**src/rtl/clock_pkg.sv**
```systemverilog
// Shared constants for the clock chain: load-select codes, reset values and
// month numbers used by the calendar stage.
package clock_pkg;

  localparam logic [1:0] LOAD_DATE  = 2'b00;
  localparam logic [1:0] LOAD_MONTH = 2'b01;
  localparam logic [1:0] LOAD_YEAR  = 2'b10;
  localparam logic [1:0] LOAD_RSVD  = 2'b11;

  localparam logic [4:0] DATE_RST  = 5'd1;
  localparam logic [3:0] MONTH_RST = 4'd1;
  localparam int         YEAR_RST  = 0;

  localparam logic [3:0] JAN = 4'd1;
  localparam logic [3:0] FEB = 4'd2;
  localparam logic [3:0] MAR = 4'd3;
  localparam logic [3:0] APR = 4'd4;
  localparam logic [3:0] MAY = 4'd5;
  localparam logic [3:0] JUN = 4'd6;
  localparam logic [3:0] JUL = 4'd7;
  localparam logic [3:0] AUG = 4'd8;
  localparam logic [3:0] SEP = 4'd9;
  localparam logic [3:0] OCT = 4'd10;
  localparam logic [3:0] NOV = 4'd11;
  localparam logic [3:0] DEC = 4'd12;

endpackage

```
**src/rtl/month_len.sv**
```systemverilog
// Number of days in a month; out-of-range month numbers report 31 so a forced
// bad month still rolls over at a sensible point.
module month_len
  import clock_pkg::*;
(
  input  logic [3:0] month,
  input  logic       leap,
  output logic [4:0] len
);

  always_comb begin
    len = 5'd31;
    case (month)
      APR, JUN, SEP, NOV: len = 5'd30;
      FEB:                len = leap ? 5'd29 : 5'd28;
      default:            len = 5'd31;
    endcase
  end

endmodule

```
**src/rtl/calendar_date_unit.sv**
```systemverilog
// Date/month/year stage fed by the day-rollover carry, with validated field
// loads from the shared databus and registered carry/error pulses.
module calendar_date_unit
  import clock_pkg::*;
#(
  parameter int YEAR_W   = 6,
  parameter int LEAP_MOD = 4
) (
  input  logic              clk,
  input  logic              clear,
  input  logic              enable,
  input  logic              load,
  input  logic [1:0]        load_sel,
  input  logic [5:0]        databus,
  input  logic              day_carry,
  output logic [4:0]        date,
  output logic [3:0]        month,
  output logic [YEAR_W-1:0] year,
  output logic              date_carry,
  output logic              month_carry,
  output logic              year_carry,
  output logic              load_err
);

  localparam logic [YEAR_W-1:0] YEAR_MAX = {YEAR_W{1'b1}};

  logic [YEAR_W-1:0] year_v;
  logic              cur_leap;
  logic              cand_leap;
  logic [3:0]        cand_month;
  logic [4:0]        cur_len;
  logic [4:0]        cand_len;
  logic              load_ok;
  logic [4:0]        ld_date;
  logic [3:0]        ld_month;
  logic [YEAR_W-1:0] ld_year;

  assign year_v   = YEAR_W'(databus);
  assign cur_leap = (int'(year) % LEAP_MOD) == 0;

  // The candidate length is for the month/year pair that a load would produce.
  assign cand_month = (load_sel == LOAD_YEAR) ? month : databus[3:0];
  assign cand_leap  = (load_sel == LOAD_YEAR) ? ((int'(year_v) % LEAP_MOD) == 0) : cur_leap;

  month_len u_len_cur (
    .month (month),
    .leap  (cur_leap),
    .len   (cur_len)
  );

  month_len u_len_cand (
    .month (cand_month),
    .leap  (cand_leap),
    .len   (cand_len)
  );

  always_comb begin
    load_ok  = 1'b0;
    ld_date  = date;
    ld_month = month;
    ld_year  = year;
    case (load_sel)
      LOAD_DATE: begin
        if (databus != 6'd0 && databus <= 6'(cur_len)) begin
          load_ok = 1'b1;
          ld_date = databus[4:0];
        end
      end
      LOAD_MONTH: begin
        if (databus != 6'd0 && databus <= 6'(DEC)) begin
          load_ok  = 1'b1;
          ld_month = databus[3:0];
          if (date > cand_len) ld_date = cand_len;
        end
      end
      LOAD_YEAR: begin
        load_ok = 1'b1;
        ld_year = year_v;
        // Only 29 Feb can exceed the new month length when the year changes.
        if (date > cand_len) ld_date = cand_len;
      end
      default: load_ok = 1'b0;
    endcase
  end

  always_ff @(posedge clk) begin
    if (clear) begin
      date        <= DATE_RST;
      month       <= MONTH_RST;
      year        <= YEAR_W'(YEAR_RST);
      date_carry  <= 1'b0;
      month_carry <= 1'b0;
      year_carry  <= 1'b0;
      load_err    <= 1'b0;
    end else begin
      date_carry  <= 1'b0;
      month_carry <= 1'b0;
      year_carry  <= 1'b0;
      load_err    <= 1'b0;
      if (load) begin
        if (load_ok) begin
          date  <= ld_date;
          month <= ld_month;
          year  <= ld_year;
        end else begin
          load_err <= 1'b1;
        end
      end else if (enable && day_carry) begin
        if (date < cur_len) begin
          date <= date + 5'd1;
        end else begin
          date       <= DATE_RST;
          date_carry <= 1'b1;
          if (month < DEC) begin
            month <= month + 4'd1;
          end else begin
            month       <= MONTH_RST;
            month_carry <= 1'b1;
            if (year == YEAR_MAX) begin
              year       <= YEAR_W'(YEAR_RST);
              year_carry <= 1'b1;
            end else begin
              year <= year + 1'b1;
            end
          end
        end
      end
    end
  end

endmodule

```
**config.mk**
```make
export PLATFORM = sky130hd
export DESIGN_NAME = calendar_date_unit
export DESIGN_NICKNAME = d
export VERILOG_FILES = /design/src/rtl/clock_pkg.sv /design/src/rtl/month_len.sv /design/src/rtl/calendar_date_unit.sv
export SDC_FILE = /design/constraint.sdc
export NUM_CORES = 1
export LEC_CHECK = 0
export CAP_MARGIN = 15
export CORE_MARGIN = 2
export CORE_UTILIZATION = 53
export DETAILED_ROUTE_END_ITERATION = 16
export GPL_ROUTABILITY_DRIVEN = 1
export GPL_TIMING_DRIVEN = 0
export PLACE_DENSITY = 0.88
export SYNTH_ARGS = -nofsm -noshare
export SYNTH_HDL_FRONTEND = slang
export SYNTH_HIERARCHICAL = 1
export SYNTH_SLANG_ARGS = --single-unit
```
**constraint.sdc**
```tcl
create_clock -name clk -period 4.3 [get_ports clk]
set_clock_uncertainty 0.15 [all_clocks]
set_input_delay 0.645 -clock clk [delete_from_list [all_inputs] [get_ports clk]]
set_output_delay 0.645 -clock clk [all_outputs]
set_load 0.01 [all_outputs]
```
# Word level (Yosys, flattened, before mapping)
# Cells that the tools add are included.
[totals]
regBits = 19
output_inout_bits = 19
elab_cells = 91
[op_classes]
addsub = 3
order_cmp = 5
n_eq_ne = 22
muxes = 35
bitwise_logic = 2
reduce_logical = 17
[ops]
columns = ["op", "n"]
rows = [
  ["$logic_not A32 Y1", 2],
  ["$mux W6", 7],
  ["$mux W5", 7],
  ["$mux W4", 8],
  ["$pmux W5 S2", 2],
  ["$eq A4 B3 Y1 const B", 4],
  ["$eq A4 B4 Y1 const B", 4],
  ["$pmux W5 S3", 1],
  ["$reduce_and A5 Y1", 3],
  ["$reduce_or A4 Y1", 3],
  ["$mux W1", 9],
  ["$eq A4 B2 Y1 const B", 2],
  ["$ne A2 B1 Y1 const B", 4],
  ["$add A6 B1 Y6 const B", 1],
  ["$eq A6 B6 Y1 const B", 1],
  ["$le A6 B4 Y1 const B", 1],
  ["$le A6 B5 Y1", 1],
  ["$ne A3 B3 Y1 const B", 2],
  ["$reduce_bool A6 Y1", 1],
  ["$add A5 B1 Y5 const B", 1],
  ["$gt A5 B5 Y1", 1],
  ["$lt A5 B5 Y1", 1],
  ["$reduce_or A5 Y1", 1],
  ["$add A4 B1 Y4 const B", 1],
  ["other kinds (12)", 16],
]

# Logic depth before layout (Yosys ltp)
# Gate-level depths: netlist of the first run.
[logic_depth]
depth_word = 11
mapped_depth = 14
depth_no_buf = 13

# Modules after synthesis
# Netlist of the first run, hierarchy kept.
[modules_own_cells]
columns = ["mod", "instances", "cells_each", "area_each_um2"]
rows = [
  ["calendar_date_unit", 1, 221, 1736.7],
  ["month_len", 2, 9, 62.6],
]

# Worst setup path after synthesis of the first run
# No wires, ideal clock.
[synth_path]
path_type = "input port to flip-flop"
startpoint = "in load_sel[0]"
endpoint = "reg date[0]"
arrival_ps = 3200
required_time_ps = 4078
setup_slack_ps = 878
path_stages = 13
n_path_buf = 1
path_cell_list = "inv_1 > ha_1 > clkbuf_1 > mux2_2 > or4b_1 > inv_1 > ha_1 > nor2b_1 > o21ai_0 > a21oi_1 > o211a_1 > a21oi_2 > mux2i_1"
[synth_via]
elab_chain_cells = 11
[synth_rtl]
columns = ["element", "line_no", "text"]
rows = [
  ["start, declared", "calendar_date_unit.sv:13", "input logic [1:0] load_sel,"],
  ["$eq A2 B2 Y1 (*)", "calendar_date_unit.sv:42", "assign cand_month = (load_sel == LOAD_YEAR) ? month : databus[3:0];"],
  ["$mux W4 (*)", "calendar_date_unit.sv:42", ""],
  ["net cand_month[3]", "calendar_date_unit.sv:30", "logic [3:0] cand_month;"],
  ["$eq A4 B3 Y1 / $eq A4 B4 Y1 (equally long branches)", "month_len.sv:13", "case (month)"],
  ["$reduce_or A4 Y1", "month_len.sv:13", ""],
  ["$pmux W5 S2 (*)", "month_len.sv:13", ""],
  ["net cand_len[1]", "calendar_date_unit.sv:32", "logic [4:0] cand_len;"],
  ["$gt A5 B5 Y1 (*)", "calendar_date_unit.sv:73, calendar_date_unit.sv:80", ""],
  ["$mux W5 (*)", "calendar_date_unit.sv:73, calendar_date_unit.sv:80", ""],
  ["$mux W5", "calendar_date_unit.sv:70", "if (databus != 6'd0 && databus <= 6'(DEC)) begin"],
  ["$pmux W5 S3 (*)", "calendar_date_unit.sv:62", "case (load_sel)"],
  ["$mux W5 (*)", "calendar_date_unit.sv:101", "if (load_ok) begin"],
  ["$mux W5 (*)", "calendar_date_unit.sv:100", "if (load) begin"],
  ["end signal, assigned", "calendar_date_unit.sv:102", "date <= ld_date;"],
  ["end signal, assigned", "calendar_date_unit.sv:110", "date <= date + 5'd1;"],
  ["end, declared", "calendar_date_unit.sv:16", "output logic [4:0] date,"],
]
# Mark *: on every way through the listed nets, which the timed path passes. The rest lies on a longest branch. The select of a mux whose other input is x is not followed.
# A chain may end at the register's enable or synchronous reset.

# Worst setup path in the final report of the first run
# Ends and elaborated chain as after synthesis.

==> impl_metrics.env, run 1 <==
export IMPL_run_status="completed"
export IMPL_worst_ep_required_time_ns=4.42
export IMPL_worst_slew_pin_slew_ns=0.717
export IMPL_critical_path_max_stage_delay_ns=0.55
export IMPL_sw_frac_of_total=0.346
export IMPL_worst_path_max_fanout=9
export IMPL_clkSlewWorstSetupHoldPaths_ns=0.14
export IMPL_synth_largest_area_cell="sky130_fd_sc_hd__dfxtp_1"
export IMPL_crit_start="load_sel[0]"
export IMPL_place_detailed_instances=319
export IMPL_cts_resized=0
export IMPL_fraction_of_layout_cells_with_a_size_suffix_above_1=0.0903
export IMPL_synth_top_cells_by_count="sky130_fd_sc_hd__nor2_1 (23), sky130_fd_sc_hd__ha_1 (22), sky130_fd_sc_hd__inv_1 (21), sky130_fd_sc_hd__nand2_1 (21), sky130_fd_sc_hd__dfxtp_1 (19)"
export IMPL_grt_max_degree=12
export IMPL_relSlewSlack=0.518
export IMPL_synthesis_stage_register_bit_count=19
export IMPL_insertedDiodeCount=0
export IMPL_synth_lib_cells_used_distinct=45
export IMPL_dr_first_iter_drc_count=128
export IMPL_totalWireLength_um=4760
export IMPL_synth_area_leaders="sky130_fd_sc_hd__dfxtp_1 (20%), sky130_fd_sc_hd__ha_1 (15%), sky130_fd_sc_hd__mux2_2 (4.8%), sky130_fd_sc_hd__nor2_1 (4.6%), sky130_fd_sc_hd__inv_1 (4.2%)"
export IMPL_place_detailed_hpwl_um=3660
export IMPL_postCtsSetupRepairBufs=0
export IMPL_clock_sink_count=19
export IMPL_critPathCapture="date[0]$_SDFFE_PP1P_"
export IMPL_root_buffer="sky130_fd_sc_hd__clkbuf_4"
export IMPL_finalCritPeriodShare=0.917
export IMPL_finalSetupViolCount=0
export IMPL_num_io_pins=32
export IMPL_dominantRegCellSynth="sky130_fd_sc_hd__dfxtp_1"
export IMPL_die_y_um=63.3
export IMPL_postSynthCellCount=239
export IMPL_worstPathArrival_ns=4.06
export IMPL_synth_most_common_cell="sky130_fd_sc_hd__nor2_1"
export IMPL_launching_point_of_the_worst_reg2reg_path="month[0]$_SDFFE_PP1P_"
export IMPL_final_net_count=313
export IMPL_gpl_congestion=0.941
export IMPL_tritoncts_clock_tree="done"
export IMPL_vias=1907
export IMPL_worst_hold_startpoint="year[2]$_SDFFE_PP0P_"
export IMPL_die_width_um=63.3
export IMPL_setup_tns_final_ns=0
export IMPL_fin_worst_hold_slack_ns=0.379
export IMPL_power_frac_clock=0.230
export IMPL_slew_violations=0
export IMPL_power_density_nw_per_um2=194
export IMPL_timing_critical_path_cells="clkdlybuf4s50_1 -> inv_1 -> ha_1 -> clkbuf_1 -> mux2_2 -> or4b_1 -> inv_1 -> ha_1 -> nor2b_1 -> o21ai_0 -> a21oi_1 -> o211a_1 -> a21oi_2 -> mux2i_1"
export IMPL_cp_class="in -> reg"
export IMPL_comb_power_share=0.336
export IMPL_floorplan_core_area_um2=3360
export IMPL_area_growth_syn_to_layout_pct=21.5
export IMPL_synth_edff_count=0
export IMPL_grtUsageTotal=0.245
export IMPL_clock_latency_ns=0.33
export IMPL_worst_path_max_delay_cell="sky130_fd_sc_hd__or4b_1"
export IMPL_drt_drc=0
export IMPL_finish_cell_count_without_fillers=323
export IMPL_tritoncts_num_buffers=3
export IMPL_grt_pass1_vias=1743
export IMPL_synth_largest_type_area_fraction=0.204
export IMPL_setup_crit_end_kind="register"
export IMPL_timing_hold_violations_final=0
export IMPL_detail_route_wl_per_cell_um=14.7
export IMPL_reg2reg_slack_ns=1.35
export IMPL_floorplan_initialDensity=0.554
export IMPL_grt_setup_unrepaired="false"
export IMPL_max_cap_violations=0
export IMPL_clock_fmax_ghz=0.254
export IMPL_worst_hold_path_type="reg -> reg"
export IMPL_grt_remaining_overflow=0
export IMPL_timing_critical_path_from_type="input pin"
export IMPL_cellLeakagePower_nw=1.02
export IMPL_intPower_w=0.000288
export IMPL_layout_filler_cells=307
export IMPL_ir_drop_mv=0.145
export IMPL_hold_buffers=0
export IMPL_ys_seq_area_frac=0.204
export IMPL_std_cell_rows=21
export IMPL_synth_async_reset_ratio=0
export IMPL_worst_r2r_path_depth=8
export IMPL_avgViaCountPerCell=5.90
export IMPL_drtAntennaViolNets=0
export IMPL_grt_antenna_before_repair=0
export IMPL_power_net_switching_w=0.000152
export IMPL_timing_rr_end="year[0]$_SDFFE_PP0P_"
export IMPL_yosys_warnings=6
export IMPL_cts_path_max_buffers=2
export IMPL_p_total_w=0.000440
export IMPL_floorplan_die_area_um2=4000
export IMPL_detailedRoute_firstPassIterationCount=5
export IMPL_cts_htree_levels=1
export IMPL_grt_first_pass_wirelength_um=7890
export IMPL_sequentialPowerShare=0.434
export IMPL_avgSynthCellArea_um2=7.79
export IMPL_finalWorstPathRequiredPeriod_ns=3.94
export IMPL_port_buffer_count=30
export IMPL_syn_area_um2=1860
[registers in the layout, indices dropped and copies added (netlist names)]
register and cells:
month_carry 1, year_carry 1, date 5, load_err 1, date_carry 1, month 4
year 6
[power by group through the flow]
stage	combinational, W	clock [W]	sequential [W]
5_1_grt	0.000162	0.000109	0.000192
3_3_place_gp	0.000139	0	0.000195
2_1_floorplan	0.0000944	0	0.000195
4_1_cts	0.000144	0.000102	0.000191
6_report	0.000148	0.000101	0.000191
3_5_place_dp	0.000143	0	0.000195
[worst min-delay path by stage]
stage / slack [ns] / end / cells past startpoint
floorplan: 0.38 / year[2]$_SDFFE_PP0P_ / 2
global placement: 0.36 / year[5]$_SDFFE_PP0P_ / 2
detailed placement: 0.36 / year[2]$_SDFFE_PP0P_ / 2
CTS: 0.37 / year[2]$_SDFFE_PP0P_ / 2
global route: 0.41 / year[3]$_SDFFE_PP0P_ / 2
finish: 0.38 / year[2]$_SDFFE_PP0P_ / 2
[through the flow]
step	utilization	setup slack (ns)	area (µm²)
after CTS	0.673	0.403	2260
after detailed placement	0.664	0.0700	2230
after global routing	0.673	0.172	2260
after global placement	0.664	0.108	2230
after floorplan	-	0.878	1880
final	0.673	0.359	2260
[cell type report]
class	count	area (µm²)	area share
buffer	13	71.3	0.0315
timing repair buffer	30	300	0.133
clock inverter	1	5.00	0.00221
inverter	21	78.8	0.0348
tap	46	57.6	0.0254
multi-input combinational	190	1350	0.595
clock buffer	3	22.5	0.00996
sequential	19	380	0.168
[metal layers]
metal | share of wire | routed length, µm | GRT usage | vias up
met5 | 0 | 0 | 0 | -
met4 | 0.021 | 99 | 0.0842 | 0
met3 | 0.070 | 333 | 0.0179 | 10
met2 | 0.46 | 2190 | 0.426 | 99
met1 | 0.45 | 2140 | 0.320 | 860
li1 | - | - | - | 938
[layout by cell type (no fill, tap or decap), drive strengths merged, types with 3 or more instances in the layout]
master,synthesis,layout
buf,6,6
clkbuf,7,10
and3,3,3
clkdlybuf4s50,0,30
nand2,21,21
a211oi,8,8
inv,21,21
mux2,8,8
o211a,3,3
a22oi,3,3
ha,22,22
o211ai,3,3
nand3,6,6
a31oi,3,3
nor2b,7,7
conb,2,6
nor2,23,23
mux2i,7,7
nand2b,4,4
o21a,4,4
or4b,3,3
nor3,5,5
o21ai,13,13
dfxtp,19,19
nand3b,3,3
a21oi,13,13
[worst max-delay path, delay by kind of cell]
kind                     cells  cell delay (ns)
multiplexers                 2             0.61
AO/OA/AOI/OAI                4             0.79
adder cells (fa/ha/maj)      2             0.38
AND/OR/NAND/NOR              2             0.68
buffers and inverters        4             0.96
[kinds of logic after synthesis]
family          Yosys count  synth area share
simple gates             79             0.214
compound gates           68             0.263
buf+inv                  34            0.0806
fa+ha+maj                22             0.148
flops                    19             0.204
mux                      15            0.0860
other cells               2           0.00403
(Power assumes the default switching activity.)
==> inputs of run 2 (changes only) <==
Settings changed: CTS_CLUSTER_SIZE set to 14.
==> results of run 2 <==
No change in the layout: final DEF, timing and power equal those of run 1.
==> patch, RTL diff (settings of run 2) <==
`YEAR_W`: 6 -> 8.
--- a/src/rtl/calendar_date_unit.sv
+++ b/src/rtl/calendar_date_unit.sv
@@ -3,7 +3,7 @@
 module calendar_date_unit
   import clock_pkg::*;
 #(
-  parameter int YEAR_W   = 6,
+  parameter int YEAR_W   = 8,
   parameter int LEAP_MOD = 4
 ) (
   input  logic              clk,
Ports: changed (resized year); port bits go from 32 to 34. No check against the original RTL was run, so the function may have changed too.
==> patch against run 2 <==
Total power grew 16%. Wire length is 11% higher. Critical path depth unchanged. Cell area rose by 8.2%. Cell count grew 5.0%. Non-clock buffer count grew 7. Via count grew 9.5%. Clock power is 28% higher. Synthesized cell count is 4.2% higher. Worst setup slack worse by 260 ps. Synthesized area increased by 6.7%. Sequential cell count up 2. Largest power group unchanged. Highest routed layer unchanged.
==> patch: results (changes against run 2) <==
Power
The total leakage power is 1.05 nW (+3.2%). The peak ir drop on the vdd network was 0.185 mV (+28%).

STA
The worst relative slew slack came to 39.6% (-12 points). The smallest hold slack is 365 ps (-13.5 ps). The number of slew-limit violations in the final report is 0 (unchanged).

Detailed routing
The number of DRC markers after the initial detailed-route iteration is 187 (+46%). The mean number of vias per cell is 6.16 (+4.3%).

Worst setup path
The beginning of the critical path is load_sel[0]. The worst register-to-register path ends at date[2]. The kind of cell adding the most delay to the critical path is simple AND/OR/NAND/NOR gates.

The cell depth of the worst flop-to-flop path was 10 (+2). The capturing element of the worst setup path is date[2]. The largest incremental delay on the critical path was 660 ps (+110 ps). The arrival time at the worst endpoint was 4180 ps (+120 ps).

The worst-case register-to-register setup slack is 1060 ps (-290 ps).

Clock network
The clock root buffer is clkbuf_8. The clock latency of the later-clocked register in the worst-skew pair is 260 ps (-70 ps). The maximum buffer depth of the clock tree is 2 (unchanged).

GRT
The wire length of the first global-routing pass is 8840 µm (+12%). The total global-route track usage came to 26.0% (+1.5 points). The via count of the first global-routing pass is 1916 (+9.9%).

Finish
The number of fill cells is 281 (-8.5%). In the final layout, the registers with the most flip-flops are year (8), date (5), month (4). The ratio of cells with drive above 1 in the final layout is 13.4% (+4.4 points). The post-route non-filler standard cell count came to 339 (+5.0%).

Placed design
The post-DP HPWL was 4000 µm (+9.4%). The placer congestion estimate was 0.909 (-3.4%).

Worst hold path
In this run the most critical hold path is launched from year[3]. The worst hold path endpoint is year[3].

Status
The run finished with clean final reports.

Logic synthesis
The number of unique standard cell types used by synthesis is 56 (+24%). The gate count after technology mapping is 249 (+4.2%). By area the synthesized netlist is led by dfxtp_1 (21%), ha_1 (14%), mux2_2 (4.5%).
patch: changes by cell type in the layout (fill, tap and decap cells not counted), sizes merged, moves of 5 or more:
cell	before	now
nor3	5	15
buf	6	12
nor2	23	17
nand2	21	16
patch: area by class of cell:
cell class | instances | area, µm² | area share (%)
plain buffers | 16 | 91.3 | 3.73
clock buffers | 3 | 41.3 | 1.69
clock inverters | 1 | 5.00 | 0.204
inverters | 21 | 78.8 | 3.22
multi-input cells | 195 | 1410 | 57.7
flip-flops and latches | 21 | 420 | 17.2
well taps | 48 | 60.1 | 2.45
repair buffers | 34 | 338 | 13.8
patch: cells by family (layout without fill, tap and decap cells):
group / after synthesis / count (layout) / synth area share, %
buffers and inverters: 37 / 75 / 8.44
DFF: 21 / 21 / 21.2
AOI/OAI and AO/OA: 73 / 73 / 27.6
muxes: 11 / 11 / 6.05
and+or+nand+nor: 83 / 83 / 22.5
adders and majority gates: 22 / 22 / 13.9
other: 2 / 6 / 0.378
patch: timing repair:
action,in CTS,in global routing
buffers inserted,0,1
resized for setup,0,1
endpoints found under the setup margin,0,4
patch: layer usage:
metal,global-route usage (%),part of all wire (%),up-vias
li1,-,-,1002
met2,42.5,48,103
met5,0,0,-
met4,7.81,1.8,0
met1,35.2,44,968
met3,4.28,6.7,15
patch: metrics by stage:
stage / setup WS (ps) / power [mW] / setup TNS [ps] / instance area (µm²)
floorplan: 639 / 0.321 / 0 / 2000
global placement: -92.1 / 0.372 / -437 / 2390
detailed placement: -151 / 0.378 / -694 / 2390
CTS: 120 / 0.507 / 0 / 2440
global route: 3.43 / 0.541 / 0 / 2450
finish: 95.1 / 0.510 / 0 / 2450
patch: report_power, final:
group,internal [mW],switching [mW]
Clock,0.0646,0.0647
Combinational,0.0779,0.0903
Sequential,0.201,0.0114
